**src/rtl/eth32bit_sched_if.sv**
```systemverilog
// eth32bit_sched_if: ingress/egress bus bundle for the 2-port switch scheduler
interface eth32bit_sched_if #(parameter int CNT_W = 16);
  logic [31:0] inDataA, inDataB, outDataA, outDataB;
  logic Ain, Bin, inRdyA, inRdyB, Aout, Bout, outAckA, outAckB;
  logic [CNT_W-1:0] drop_cnt;
  modport master(output inDataA, Ain, inDataB, Bin, outAckA, outAckB,
                 input inRdyA, inRdyB, outDataA, Aout, outDataB, Bout, drop_cnt);
  modport slave(input inDataA, Ain, inDataB, Bin, outAckA, outAckB,
                output inRdyA, inRdyB, outDataA, Aout, outDataB, Bout, drop_cnt);
endinterface

```
**src/rtl/eth32bit_sched.sv**
```systemverilog
// eth32bit_sched: ingress FIFOs per port, round-robin arbitration per egress, valid/ack egress
module eth32bit_sched #(
  parameter int DEPTH = 4,
  parameter logic [1:0] ADDR_A = 2'b01,
  parameter logic [1:0] ADDR_B = 2'b10,
  parameter int CNT_W = 16
) (
  input logic clk,
  input logic rst_n,
  eth32bit_sched_if.slave bus
);
  localparam int PW = $clog2(DEPTH);
  localparam int CW = PW + 1;
  logic [31:0] in_data [2];
  logic [1:0] in_vld, out_ack;
  logic [31:0] mem_q [2][DEPTH], mem_d [2][DEPTH];
  logic [PW-1:0] wp_q [2], wp_d [2], rp_q [2], rp_d [2];
  logic [CW-1:0] cnt_q [2], cnt_d [2];
  logic [31:0] out_q [2], out_d [2];
  logic [1:0] ovld_q, ovld_d, rr_q, rr_d;
  logic [CNT_W-1:0] drop_q, drop_d;
  logic [CNT_W:0] drop_sum;
  logic [1:0] rdy, push, drop, pop, elig, dst_ok;
  logic [1:0] addr;
  logic g;
  assign in_data = '{bus.inDataA, bus.inDataB};
  assign in_vld = {bus.Bin, bus.Ain};
  assign out_ack = {bus.outAckB, bus.outAckA};
  assign bus.inRdyA = rdy[0];
  assign bus.inRdyB = rdy[1];
  assign bus.outDataA = out_q[0];
  assign bus.outDataB = out_q[1];
  assign bus.Aout = ovld_q[0];
  assign bus.Bout = ovld_q[1];
  assign bus.drop_cnt = drop_q;
  always_comb begin
    mem_d = mem_q;
    wp_d = wp_q;
    rp_d = rp_q;
    cnt_d = cnt_q;
    out_d = out_q;
    ovld_d = ovld_q;
    rr_d = rr_q;
    pop = '0;
    elig = '0;
    addr = ADDR_A;
    g = 1'b0;
    for (int i = 0; i < 2; i++) begin
      rdy[i] = cnt_q[i] != CW'(DEPTH);
      dst_ok[i] = in_data[i][31:30] == ADDR_A || in_data[i][31:30] == ADDR_B;
      push[i] = in_vld[i] && rdy[i] && dst_ok[i];
      drop[i] = in_vld[i] && rdy[i] && !dst_ok[i];
    end
    // rr_q[e] holds the ingress favoured on contention; it flips away from every grant
    for (int e = 0; e < 2; e++) begin
      addr = e == 0 ? ADDR_A : ADDR_B;
      for (int i = 0; i < 2; i++)
        elig[i] = cnt_q[i] != '0 && mem_q[i][rp_q[i]][31:30] == addr && (!ovld_q[e] || out_ack[e]);
      g = elig == 2'b11 ? rr_q[e] : elig[1];
      if (|elig) begin
        out_d[e] = mem_q[g][rp_q[g]];
        ovld_d[e] = 1'b1;
        rr_d[e] = !g;
        pop[g] = 1'b1;
      end else if (out_ack[e]) begin
        ovld_d[e] = 1'b0;
      end
    end
    for (int i = 0; i < 2; i++) begin
      if (push[i]) begin
        mem_d[i][wp_q[i]] = in_data[i];
        wp_d[i] = wp_q[i] + PW'(1);
      end
      if (pop[i]) rp_d[i] = rp_q[i] + PW'(1);
      cnt_d[i] = cnt_q[i] + CW'(push[i]) - CW'(pop[i]);
    end
    drop_sum = {1'b0, drop_q} + (CNT_W+1)'(drop[0]) + (CNT_W+1)'(drop[1]);
    drop_d = drop_sum[CNT_W] ? '1 : drop_sum[CNT_W-1:0];
  end
  always_ff @(posedge clk or negedge rst_n) begin
    if (!rst_n) begin
      for (int i = 0; i < 2; i++) begin
        for (int d = 0; d < DEPTH; d++) mem_q[i][d] <= '0;
        wp_q[i] <= '0;
        rp_q[i] <= '0;
        cnt_q[i] <= '0;
        out_q[i] <= '0;
      end
      ovld_q <= '0;
      rr_q <= '0;
      drop_q <= '0;
    end else begin
      mem_q <= mem_d;
      wp_q <= wp_d;
      rp_q <= rp_d;
      cnt_q <= cnt_d;
      out_q <= out_d;
      ovld_q <= ovld_d;
      rr_q <= rr_d;
      drop_q <= drop_d;
    end
  end
endmodule

```
**src/flat_wrapper.sv**
```systemverilog
// flat-port wrapper written by rule: the top's interface ports become plain ports
module eth32bit_sched_flat 
#(
  parameter int DEPTH = 4,
  parameter logic [1:0] ADDR_A = 2'b01,
  parameter logic [1:0] ADDR_B = 2'b10,
  parameter int CNT_W = 16
)
  (clk, rst_n, bus_inDataA, bus_Ain, bus_inDataB, bus_Bin, bus_outAckA, bus_outAckB, bus_inRdyA, bus_inRdyB, bus_outDataA, bus_Aout, bus_outDataB, bus_Bout, bus_drop_cnt);
  eth32bit_sched_if #(.CNT_W(CNT_W)) bus_i ();
  input logic clk;
  input logic rst_n;
  input wire logic [$bits(bus_i.inDataA)-1:0] bus_inDataA;
  input wire logic [$bits(bus_i.Ain)-1:0] bus_Ain;
  input wire logic [$bits(bus_i.inDataB)-1:0] bus_inDataB;
  input wire logic [$bits(bus_i.Bin)-1:0] bus_Bin;
  input wire logic [$bits(bus_i.outAckA)-1:0] bus_outAckA;
  input wire logic [$bits(bus_i.outAckB)-1:0] bus_outAckB;
  output wire logic [$bits(bus_i.inRdyA)-1:0] bus_inRdyA;
  output wire logic [$bits(bus_i.inRdyB)-1:0] bus_inRdyB;
  output wire logic [$bits(bus_i.outDataA)-1:0] bus_outDataA;
  output wire logic [$bits(bus_i.Aout)-1:0] bus_Aout;
  output wire logic [$bits(bus_i.outDataB)-1:0] bus_outDataB;
  output wire logic [$bits(bus_i.Bout)-1:0] bus_Bout;
  output wire logic [$bits(bus_i.drop_cnt)-1:0] bus_drop_cnt;
  assign bus_i.inDataA = bus_inDataA;
  assign bus_i.Ain = bus_Ain;
  assign bus_i.inDataB = bus_inDataB;
  assign bus_i.Bin = bus_Bin;
  assign bus_i.outAckA = bus_outAckA;
  assign bus_i.outAckB = bus_outAckB;
  assign bus_inRdyA = bus_i.inRdyA;
  assign bus_inRdyB = bus_i.inRdyB;
  assign bus_outDataA = bus_i.outDataA;
  assign bus_Aout = bus_i.Aout;
  assign bus_outDataB = bus_i.outDataB;
  assign bus_Bout = bus_i.Bout;
  assign bus_drop_cnt = bus_i.drop_cnt;
  eth32bit_sched #(.DEPTH(DEPTH), .ADDR_A(ADDR_A), .ADDR_B(ADDR_B), .CNT_W(CNT_W)) u_core (.clk(clk), .rst_n(rst_n), .bus(bus_i));
endmodule
```
**config.mk**
```make
export PLATFORM = sky130hd
export DESIGN_NAME = eth32bit_sched_flat
export DESIGN_NICKNAME = d
export VERILOG_FILES = /design/src/rtl/eth32bit_sched_if.sv /design/src/rtl/eth32bit_sched.sv /design/src/flat_wrapper.sv
export SDC_FILE = /design/constraint.sdc
export NUM_CORES = 1
export LEC_CHECK = 0
export ABC_AREA = 1
export CORE_MARGIN = 2
export CORE_UTILIZATION = 30
export CTS_CLUSTER_SIZE = 20
export DETAILED_ROUTE_END_ITERATION = 12
export SYNTH_ARGS = -nofsm -noshare
export SYNTH_HDL_FRONTEND = slang
export SYNTH_SLANG_ARGS = --single-unit
```
**constraint.sdc**
```tcl
create_clock -name clk -period 2.9 [get_ports clk]
set_clock_uncertainty 0.05 [all_clocks]
set_input_delay 0.58 -clock clk [delete_from_list [all_inputs] [get_ports clk]]
set_output_delay 0.58 -clock clk [all_outputs]
set_load 0.01 [all_outputs]
```
After elaboration in Yosys (flattened, before gate mapping)
Cells that the tools add are included.
- register bits after elaboration: 354
- output and inout bits: 84
- logic and storage cells: 143
- add/subtract/negate cells: 10
- order comparisons: 14
- equal/unequal tests: 12
- muxes and demuxes: 43
- bitwise operators: 9
- reduce and logical (&&, ||, !) cells: 34
- operators with widths (kind ; count):
    $mux W128 ; 6
    $mux W32 ; 10
    $bmux W32 S2 ; 4
    $bwmux W128 ; 2
    $demux W32 S2 ; 2
    $ge A3 B3 Y1 const B ; 6
    $logic_and A1 B1 Y1 ; 18
    $not A2 Y3 ; 6
    $add A16 B1 Y17 ; 1
    $add A17 B1 Y17 ; 1
    $mux W16 ; 1
    $mux W2 ; 8
    $eq A2 B2 Y1 const B ; 6
    $add A2 B1 Y2 const B ; 4
    $eq A2 B1 Y1 const B ; 4
    $mux W1 ; 8
    $add A3 B1 Y3 ; 2
    $logic_not A1 Y1 ; 6
    $lt A3 B1 Y1 const B ; 2
    $ne A3 B3 Y1 const B ; 2
    $reduce_bool A3 Y1 ; 2
    $sub A3 B1 Y3 ; 2
    $ge A2 B2 Y1 const B ; 2
    $logic_or A1 B1 Y1 ; 4
    other kinds (7) ; 13

Logic depth before layout (Yosys ltp)
- depth after elaboration: 17
- depth in mapped cells: 18
- gate-level depth less buffers: 15

Least setup slack after synthesis
No wires, ideal clock.
- kind: register to register
- start point: register u_core.rp_q[0] (netlist bit)
- end point: register u_core.cnt_q[5] (netlist bit)
- library setup time: 129 ps
- arrival time: 2514 ps
- data required time: 2721 ps
- slack: 207 ps
- stages on the path, launching flop included: 17
- period minus slack after synthesis: 2693 ps
- cells stage by stage: dfrtp_1 buf_4 inv_2 nand2_1 nand3_1 nand3_1 nor2_4 nand2_4 buf_6 buf_6 nand2_1 nand2_2 ha_1 inv_1 ha_1 fa_1 xor2_1
- RTL lines (element ; line ; RTL):
    start, declared ; eth32bit_sched.sv:17 ; logic [PW-1:0] wp_q [2], wp_d [2], rp_q [2], rp_d [2];
    start signal, assigned ; eth32bit_sched.sv:95 ; rp_q <= rp_d;
    end signal, assigned ; eth32bit_sched.sv:96 ; cnt_q <= cnt_d;
    end, declared ; eth32bit_sched.sv:18 ; logic [CW-1:0] cnt_q [2], cnt_d [2];

Worst setup path in the final report
- start point: register u_core.cnt_q[1] (netlist bit)
- end point: register u_core.drop_q[10], in the netlist u_core.bus.drop_cnt[10]
- longest elaborated chain between the ends: 5
- ends and longest elaborated chain (element ; line ; RTL):
    $ne A3 B3 Y1 ; eth32bit_sched.sv:49 ; rdy[i] = cnt_q[i] != CW'(DEPTH);
    $logic_and A1 B1 Y1 (2 in series) ; eth32bit_sched.sv:52 ; drop[i] = in_vld[i] && rdy[i] && !dst_ok[i];
    $add A17 B1 Y17 ; eth32bit_sched.sv:77 ; drop_sum = {1'b0, drop_q} + (CNT_W+1)'(drop[0]) + (CNT_W+1)'(drop[1]);
    $mux W16 ; eth32bit_sched.sv:78 ; drop_d = drop_sum[CNT_W] ? '1 : drop_sum[CNT_W-1:0];
    named net u_core.drop_d[10] ; eth32bit_sched.sv:21 ; logic [CNT_W-1:0] drop_q, drop_d;
    end signal, assigned ; eth32bit_sched.sv:100 ; drop_q <= drop_d;
    end, declared ; eth32bit_sched.sv:21 ;
The timed path passes the listed nets, and every way through them passes these cells.
A chain may end at the register's enable or synchronous reset.

==> run metrics <==
status finished, final reports clean; Synth Register Bits 354; mapped cell area 19700 µm²; CP Buf/Inv Count 5; syn_nets 2558; Max Transition Viols Final 0; HP Class flip-flop to flip-flop; layout cell share with drive strength beyond 1 16.6%; FMAX 386 MHz; Core Util, Final 37.3%; largest cells by area after synthesis dfrtp_1 45%, nand2_1 25%, mux2_2 14%; Die Ht 260 µm; Rows 93; Starting Density 30.4%; DRT antenna net count 0; GRT Util Overall 19.2%; crit path time final 2590 ps; via count around 17000; CP Capture Type flip-flop; Avg Inst Size Synth 7.95 µm²; DR WL/cell between 15 and 20 µm; crit-path cells inv_1, nand3_2, nand2_1, nor2_1, buf_4, fa_1, ha_1, nand3_1, nor2_1, buf_4, nand3_1, inv_1, nand3_1, buf_4, nand3b_1; max_slew headroom between 50% and 60%; Worst setup startpoint u_core.cnt_q[1]; P&R area growth vs syn 22.5%; worst slew pin tran 674 ps; H-tree levels 2; post-synthesis compound-gate area fraction 0.974%; Clock Sinks 354; antenna violations before repair 6; largest family of logic cells by synthesized area simple AND/OR/NAND/NOR gates; DR iter-0 viols 1485; post-synthesis mux area share 13.7%; RSZ-0062 raised after global routing no; Reg2Reg Launch Point u_core.cnt_q[1]; CTS tree done; max-cap violation count 0; worst skew pair latency ~570 ps; largest net degree at the start of global routing 92; Synth Area in XOR/XNOR less than 1%; cell types with the highest counts after synthesis 1290 x nand2_1, 354 x dfrtp_1, 268 x nand3_1, 240 x mux2_2, 102 x buf_2; cell taking the most area after synthesis dfrtp_1; drt pass-1 iters 6; post-DR vias/cell ~4.9; CP Launch Type flip-flop; CTS root buf clkbuf_16; CP max FO 9; number of port buffers 153; Die Span X 260 µm; DP HPWL 40500 µm; crit path kind flip-flop to flip-flop; HP Start u_core.bus.outDataA[26]; post-synth top area share a little under half; Slowest cell on crit path fa_1; clock buffer depth 3; final WL 64300 µm; CP top delay family simple AND/OR/NAND/NOR gates; global-route wire length before repair 101000 µm; most numerous cell in the Yosys netlist nand2_1; Synth Flop Type dfrtp_1; core area 64600 µm²; Ys Warns 0; Tcrit/Tclk final 89.4%; Syn Inst Count 2472; Adder-Cell Fraction of Synth Area 1.13%; clock-pin transition on the worst setup and hold timing paths 60 ps; final global-route overflow total 0; DRC Markers 0; Post-CTS Setup Bufs 0; die footprint 67600 µm²; Synth cell types 31; Seq/Total Area, Yosys a little under half; I/O Pins 154; critical path required time roughly 3300 ps; via count of the first global-routing pass between 15000 and 20000; slowest stage delay, CP between 400 and 500 ps; WP data arrival 2990 ps; Setup-failing EPs final 0; simple-gate share of the synthesized area 32.8%; share of synthesized flip-flops with an asynchronous set or reset between 90% and 100%; EDFF count, synth 0; cts bufs inserted 42; routability congestion estimate from global placement ~0.82; # nets final 2700; Final Hold Fails 0
[layer usage]
| layer | up-vias | GRT usage (%) | part of all wire [%] |
|---|---|---|---|
| met5 | - | 0 | 0.076 |
| met2 | 537 | 31.3 | 47 |
| met4 | 8 | 6.32 | 2.9 |
| li1 | 8177 | - | - |
| met3 | 109 | 3.74 | 6.3 |
| met1 | 8147 | 25.5 | 44 |
[flip-flops by register name, summed over array words and instances (netlist names)]
signal / flops
u_core.ovld_q: 2
u_core.wp_q: 4
u_core.bus.outDataA: 32
u_core.bus.drop_cnt: 16
u_core.rr_q: 2
u_core.mem_q: 256
u_core.bus.outDataB: 32
u_core.cnt_q: 6
u_core.rp_q: 4
[logic make-up (layout without fill, tap and decap cells)]
family                   count (synthesis)  in the layout
XOR/XNOR                                16             16
buffers and inverters                  209            380
multiplexers                           240            240
AO/OA/AOI/OAI                           33             33
adder cells (fa/ha/maj)                 16             16
other                                    0              1
flip-flops                             354            354
AND/OR/NAND/NOR                       1604           1604
[per-stage QoR]
step,instances,instance area (µm²),hold WS (ps),setup TNS (ps),worst slack [ps]
2_1_floorplan,2472,19700,234,0,207
3_3_place_gp,3424,22700,409,-3940,-254
3_5_place_dp,3424,22700,415,-4820,-276
4_1_cts,3498,24100,431,0,199
5_1_grt,3499,24100,452,0,24.9
6_report,3499,24100,425,0,308
[final cells by class]
class / instances / area (µm²)
Clock inverter: 16 / 181
Fill cell: 6636 / 40500
Sequential cell: 354 / 8860
Inverter: 57 / 216
Tap cell: 855 / 1070
Multi-Input combinational cell: 1909 / 9810
Timing Repair Buffer: 250 / 2760
Antenna cell: 1 / 2.50
Clock buffer: 57 / 1190
[worst register-to-register path: stages (launching register included)]
cell,delay [ps]
dfrtp_1,390
inv_1,160
nand3_2,130
nand2_1,90
nor2_1,60
buf_4,150
fa_1,430
ha_1,220
nand3_1,120
nor2_1,70
buf_4,120
nand3_1,70
inv_1,70
nand3_1,90
buf_4,170
nand3b_1,80
[final timing paths]
kind / end / slack [ps] / depth (start not counted)
setup / recovery: u_core.bus.drop_cnt[10] / 310 / 15
hold / removal: u_core.bus.outDataA[26] / 430 / 2
setup reg to reg: u_core.bus.drop_cnt[10] / 310 / 15
min in group asynchronous: u_core.bus.outDataB[15] / 470 / 2
max in group asynchronous: u_core.bus.drop_cnt[9] / 1540 / 3
hold reg to reg: u_core.bus.outDataA[26] / 430 / 2
[placed cells by master, fill, tap and decap left out, types with 10 or more instances in the layout]
master	n
xor2_1	10
nor2_1	15
mux2_2	240
inv_1	50
nor2_4	10
buf_4	57
nand2_1	1285
buf_12	39
nand3_1	267
ha_1	13
clkbuf_16	42
clkdlybuf4s50_1	152
dfrtp_1	354
o21ai_0	18
[repair_timing]
item | CTS | global route
setup endpoints to repair | 0 | 5
hold buffers | 1 | 0
gates resized for setup | 0 | 1
hold endpoints to repair | 49 | 0
Power is not shown: default switching activity piles up to over one toggle a cycle in this logic, so the estimate is an artifact.
